`config.mk`:
```
export PLATFORM = sky130hd
export DESIGN_NAME = reg_file_wb
export DESIGN_NICKNAME = d
export VERILOG_FILES = /design/src/rtl/reg_file_wb_pkg.sv /design/src/rtl/reg_file_wb_read_bypass.sv /design/src/rtl/reg_file_wb.sv
export SDC_FILE = /design/constraint.sdc
export NUM_CORES = 2
export LEC_CHECK = 0
export ABC_CLOCK_PERIOD_IN_PS = 3300
export CORE_AREA = 2 2 330 398
export CTS_BUF_LIST = sky130_fd_sc_hd__clkbuf_4
export DETAILED_ROUTE_END_ITERATION = 10
export DIE_AREA = 0 0 332 400
export GPL_ROUTABILITY_DRIVEN = 0
export HOLD_SLACK_MARGIN = 0.08
export PLACE_DENSITY_LB_ADDON = 0.1
export SYNTH_ARGS = -nofsm -noshare
export SYNTH_HDL_FRONTEND = slang
export SYNTH_SLANG_ARGS = --single-unit
```
`constraint.sdc`:
```
create_clock -name clk -period 3.3 [get_ports clk]
set_input_delay 0.33 -clock clk [delete_from_list [all_inputs] [get_ports clk]]
set_output_delay 0.33 -clock clk [all_outputs]
set_load 0.01 [all_outputs]
```
`src/rtl/reg_file_wb_pkg.sv`:
```
// Shared constants and register mnemonics for the
// register file with write-back buffer.
package reg_file_wb_pkg;

   localparam int DATA_W = 32;
   localparam int ADDR_W = 5;
   localparam int DEPTH  = 1 << ADDR_W;

   localparam logic [ADDR_W-1:0] REG_ZERO = 5'd0;

   typedef enum logic [ADDR_W-1:0] {
      ZERO = 5'd0,
      AT   = 5'd1,
      V0   = 5'd2,
      SP   = 5'd29,
      RA   = 5'd31
   } reg_name_e;

endpackage

```
`src/rtl/reg_file_wb_read_bypass.sv`:
```
// One read port: zero register, pending-buffer bypass,
// otherwise the array word.
module reg_read_bypass #(
   parameter int DATA_W = 32,
   parameter int ADDR_W = 5
) (
   input  logic [ADDR_W-1:0] addr,
   input  logic              pend_valid,
   input  logic [ADDR_W-1:0] pend_addr,
   input  logic [DATA_W-1:0] pend_data,
   input  logic [DATA_W-1:0] arr_data,
   output logic [DATA_W-1:0] data
);

   always_comb begin
      data = arr_data;
      if (addr == '0) begin
         data = '0;
      end else if (pend_valid && (addr == pend_addr)) begin
         data = pend_data;
      end
   end

endmodule

```
`src/rtl/reg_file_wb.sv`:
```
// 32x32 register file; writes are posted in a one-entry
// buffer and committed on the following edge.
module reg_file_wb #(
   parameter int DATA_W = reg_file_wb_pkg::DATA_W,
   parameter int ADDR_W = reg_file_wb_pkg::ADDR_W
) (
   input  logic              clk,
   input  logic              reset,
   input  logic              we,
   input  logic [ADDR_W-1:0] waddr,
   input  logic [DATA_W-1:0] wdata,
   input  logic [ADDR_W-1:0] raddr_a,
   input  logic [ADDR_W-1:0] raddr_b,
   output logic [DATA_W-1:0] rdata_a,
   output logic [DATA_W-1:0] rdata_b,
   input  logic [ADDR_W-1:0] dbg_addr,
   output logic [DATA_W-1:0] dbg_data,
   output logic              pend_valid
);

   import reg_file_wb_pkg::*;

   localparam int NREGS = 1 << ADDR_W;

   logic [DATA_W-1:0] regs [NREGS];
   logic [ADDR_W-1:0] pend_addr;
   logic [DATA_W-1:0] pend_data;

   // Commit of the old entry and capture of the new one share an edge
   always_ff @(posedge clk) begin
      if (reset) begin
         for (int i = 0; i < NREGS; i++) begin
            regs[i] <= '0;
         end
         pend_valid <= 1'b0;
         pend_addr  <= '0;
         pend_data  <= '0;
      end else begin
         if (pend_valid) begin
            regs[pend_addr] <= pend_data;
         end
         if (we && (waddr != REG_ZERO)) begin
            pend_valid <= 1'b1;
            pend_addr  <= waddr;
            pend_data  <= wdata;
         end else begin
            pend_valid <= 1'b0;
         end
      end
   end

   reg_read_bypass #(
      .DATA_W (DATA_W),
      .ADDR_W (ADDR_W)
   ) u_rd_a (
      .addr       (raddr_a),
      .pend_valid (pend_valid),
      .pend_addr  (pend_addr),
      .pend_data  (pend_data),
      .arr_data   (regs[raddr_a]),
      .data       (rdata_a)
   );

   reg_read_bypass #(
      .DATA_W (DATA_W),
      .ADDR_W (ADDR_W)
   ) u_rd_b (
      .addr       (raddr_b),
      .pend_valid (pend_valid),
      .pend_addr  (pend_addr),
      .pend_data  (pend_data),
      .arr_data   (regs[raddr_b]),
      .data       (rdata_b)
   );

   reg_read_bypass #(
      .DATA_W (DATA_W),
      .ADDR_W (ADDR_W)
   ) u_rd_dbg (
      .addr       (dbg_addr),
      .pend_valid (pend_valid),
      .pend_addr  (pend_addr),
      .pend_data  (pend_data),
      .arr_data   (regs[dbg_addr]),
      .data       (dbg_data)
   );

endmodule

```
# == Word level (Yosys, flattened, before mapping) ==
# Memory sizes are Yosys's and may differ from the RTL's.
# Cells that the tools add are included.
# classes
n_eq_ne,3
mux,15
reduce_logical,9
# ops
operator,count
32-bit two-way mux,7
32-bit OR reduction,1
5-bit equality test,3
5-bit logical NOT,3
1-bit two-way mux,7
5-bit two-way mux,1
5-bit nonzero test,1
1-bit logical AND,4
# word_totals
ff_bits,38
mem_bits_rw,1024
inputBits,55
output_inout_bits,97
word_cells,31
n_memories,1
# mem_list
memory,depth,width,read_ports,rd_ports_with_merged_regs,write_ports,line,text
regs,32,32,3,0,32,reg_file_wb.sv:25,logic [DATA_W-1:0] regs [NREGS];

# == Depth between registers and ports, before layout ==
# depth
depth_word,5
mapped_depth,10
mapped_depth_nobuf,5

# == By module ==
# Synthesis repeated with hierarchy kept, for this count alone.
# unflattened
cells_unflattened,6335
hier_area_um2,68171.6
# modules_own_cells
module,n_inst,cells_per_inst,area_each_um2,seq_area_each_um2
reg_file_wb,1,5966,66249.8,31510.2
reg_read_bypass,3,123,640.6,0.0

# == Worst setup path before layout ==
# No wires, ideal clock.
# synth_path
kind,input port to output port
from,input port dbg_addr[0]
to,output port dbg_data[11]
t_arrival_ns,2.022
required_ns,2.970
path_slack_ns,0.948
path_stages,9
n_path_buf,4
cell_sequence,buf_2 > buf_4 > buf_2 > buf_2 > mux2i_1 > o22ai_1 > a211oi_1 > nand2_1 > a32o_1
# synth_between
elab_chain_len,4
elab_cells_between_ends,6
# synth_rtl
item,line,text
"start, declared",reg_file_wb.sv:16,"input logic [ADDR_W-1:0] dbg_addr,"
branches (longest 3 deep; another with memory read 32 x 32 bit),-,
32-bit two-way mux (*),reg_file_wb_read_bypass.sv:17,if (addr == '0) begin
"end, declared",reg_file_wb.sv:17,"output logic [DATA_W-1:0] dbg_data,"
# Every way passes the cells marked *.

# == Final worst setup path ==
# layout_path
from,register pend_addr[3]
to,output port rdata_a[18]
# layout_between
elab_chain_len,4
# layout_rtl
item,line,text
"start, declared",reg_file_wb.sv:26,logic [ADDR_W-1:0] pend_addr;
"start signal, assigned",reg_file_wb.sv:44,pend_addr <= waddr;
5-bit equality test,reg_file_wb_read_bypass.sv:19,end else if (pend_valid && (addr == pend_addr)) begin
1-bit logical AND,reg_file_wb_read_bypass.sv:19,
32-bit two-way mux,reg_file_wb_read_bypass.sv:19,
32-bit two-way mux,reg_file_wb_read_bypass.sv:17,
"end, declared",reg_file_wb.sv:14,"output logic [DATA_W-1:0] rdata_a,"
# Every way passes these cells.

==> reports/metrics.yaml <==
drtIter0Drc: 10294
synthArstFlopShare_pct: 0
die_y_um: 400
use_met1_pct: 52.9
synth_edf_count: 1024
post-route-drc-count: 0
io_buffers: 151
grtUsageTotal_pct: 45.1
ff2ff_setup_slack_ns: 0.44
period_share_pct: 115
worst_pin_slew_ns: 1.50
drt-vias-per-instance: 7.35
fin_nets: 5388
start_util_pct: 50.6
clk_pin_slew_worst_paths_ns: 0.07
synthXorXnorAreaFrac_pct: 0.214
rows: 145
worstSetupEndpointType: "primary output"
timing.hold.ws_ns: 0.115
slew_violations: 1
layout-drive-gt1-share_pct: 35.9
final_cell_mix: "1028 x and2_1, 1024 x edfxtp_1, 572 x mux4_2"
yosys.area_share.adder_pct: 0
grt_use_met3_pct: 16.7
fp.dieArea_mm2: 0.133
synth_compound_area_share_pct: 7.84
antenna_found_initial: 45
fmax_ghz: 0.264
synth_top_area_share_pct: 47.1
critical-path-top-delay-family: "buffers and inverters"
cts_made_buffers: 301
cts-root-buf: "clkbuf_4"
cp_cell_sequence: "buf_8 > xnor2_4 > nand4_1 > or2_4 > a21oi_4 > buf_12 > buf_6 > a221o_1 > buf_2"
path_max_fanout: 5
grt_pass1_wl_mm: 409
yosys-top-cells-area: "edfxtp_1 47%, mux4_2 20%, and2_1 9.9%, mux2i_1 6.8%, clkbuf_1 2.0%"
failed_checks: "max-capacitance violations, max-slew violations, negative setup slack"
synth_top_family_by_area: "multiplexers"
holdCritStartpoint: "wdata[0]"
wl_per_cell_um: 41.6
final_common_cell: "and2_1"
hold_class: "input port to flop"
final_antenna_net_count: 0
fin_total_pwr_uw: 33800
io_pins: 152
worstSetupStartpoint: "pend_addr[3]"
cp.arrival_ns: 3.46
p_per_area_mw_per_mm2: 431
layout_setup_ws_ns: -0.491
grt_pass1_vias: 51699
finalSetupTns_ns: -34.72
setup_violations: 96
finalHoldViolCount: 0
grt_overflow: 0
synth_top_area_cell: "edfxtp_1"
drt_wl_total_mm: 302
rr_startpoint: "pend_addr[0]"
grtUsageMet2_pct: 66.5
fin_skew_ns: 0.0994
critPathRequiredTime_ns: 2.97
fin_crit_ns: 3.79
cp_slowest_cell: "dfxtp_4"
slowest_delay_ns: 0.40
synthMuxAreaShare_pct: 26.9
dr.pass1.iters: 8
avgSynthCellArea_um2: 13.6
area_delta_synth_final_pct: 19.9
synth_fp_nets: 4860
yosysSeqAreaShare_pct: 48.2
crit_path_start_kind: "flop"
path_buf_inv: 4
synthesis.instances: 4805
synth-seq-cells: 1062
leakage_uw: 0.0294
clock-sinks: 1062
dr_total_vias: 53358
synth.distinct_cells: 62
final_area_mm2: 0.0784
cts_buffer_depth: 4
synth_flop_cell: "edfxtp_1"
setup.worst_path.class: "flop to primary output"
die_w_um: 332
dp.final_hpwl_mm: 183
n_fill_cell: 10113
max_slew_margin_pct: -0.169
yosysWarnings: 0
ir_worst_vdd_uv: 373
cap_violations: 1
syn_area_mm2: 0.0654
cts_tree: "built"
rsz0062_at_grt: "true"
core_area_mm2: 0.129
h-tree-depth: 5
top_usage_layer: "met2"
dpl_cell_area_mm2: 0.0720
grt_max_degree: 56
outcome: "finished, violations left"
synth-simple-area-share_pct: 12.6
clkLatencyLatePin_ns: 1.40
-- layer usage --
layer / share of wire [%] / vias up
met5: 0.030 / -
met4: 9.4 / 16
met3: 16 / 1535
met2: 44 / 5418
met1: 32 / 26315
li1: - / 20074
-- worst paths after layout --
path / endpoint / depth (start not counted)
min: pend_data[0] / 4
max: rdata_a[18] / 9
min reg2reg: pend_addr[0] / 2
max reg2reg: regs[16][25] / 5
-- flip-flops by register name, indices dropped and copies added, names as in the netlist --
name and count:
pend_addr 5, regs 1024, pend_valid 1, pend_data 32
-- synthesized netlist by cell type (76+ instances only) --
cell type     n
a21oi_1     121
a22oi_1     137
and2_1     1029
buf_2        99
clkbuf_1    356
edfxtp_1   1024
mux2i_1     441
mux4_2      572
nand2_1     161
nor2_1       86
o21ai_0     102
o22ai_1      76
-- tightest hold or removal path, delay by kind of cell --
kind,cells,cell delay [ns]
and+or+nand+nor,1,0.08
AOI/OAI and AO/OA,1,0.05
buffers and inverters,2,1.00
-- area by class of cell --
cell class                 instances  area (um^2)  share of cell area, %
multi-input combinational       3186        32800                   41.8
tap                             1690         2110                   2.70
antenna                           43          108                  0.137
sequential                      1062        31500                   40.2
clock buffer                     412         3090                   3.95
clock inverter                    87          398                  0.508
timing repair buffer             779         8380                   10.7
inverter                           3         11.3                 0.0144
-- kinds of logic (layout without fill, tap and decap cells) --
family / count (synthesis) / after routing
other: 0 / 43
and+or+nand+nor: 1411 / 1411
xor gates and xnor gates: 16 / 16
DFF: 1062 / 1062
AOI/OAI and AO/OA: 721 / 721
buffers and inverters: 557 / 1281
muxes: 1038 / 1038
-- stage by stage --
stage | std cells | util (%) | worst slack, ns
final | 7262 | 60.7 | -0.491
after global routing | 7232 | 60.6 | -0.559
after CTS | 7205 | 60.1 | -0.526
after detailed placement | 6590 | 55.8 | -0.801
after global placement | 6590 | 55.8 | -0.819
after floorplan | 4805 | - | 0.948
-- report_power, final --
group / switching [uW] / internal [uW]
logic: 3580 / 2640
clock network: 6020 / 5910
registers: 444 / 15200
-- what timing repair did --
item	CTS	global route
endpoints found under the hold margin	38	0
gates resized for setup	730	126
setup endpoints to repair	96	96
pin swaps	89	52
setup buffers	65	29
gates cloned	6	1
hold buffers	63	0
(Power assumes the default switching activity.)
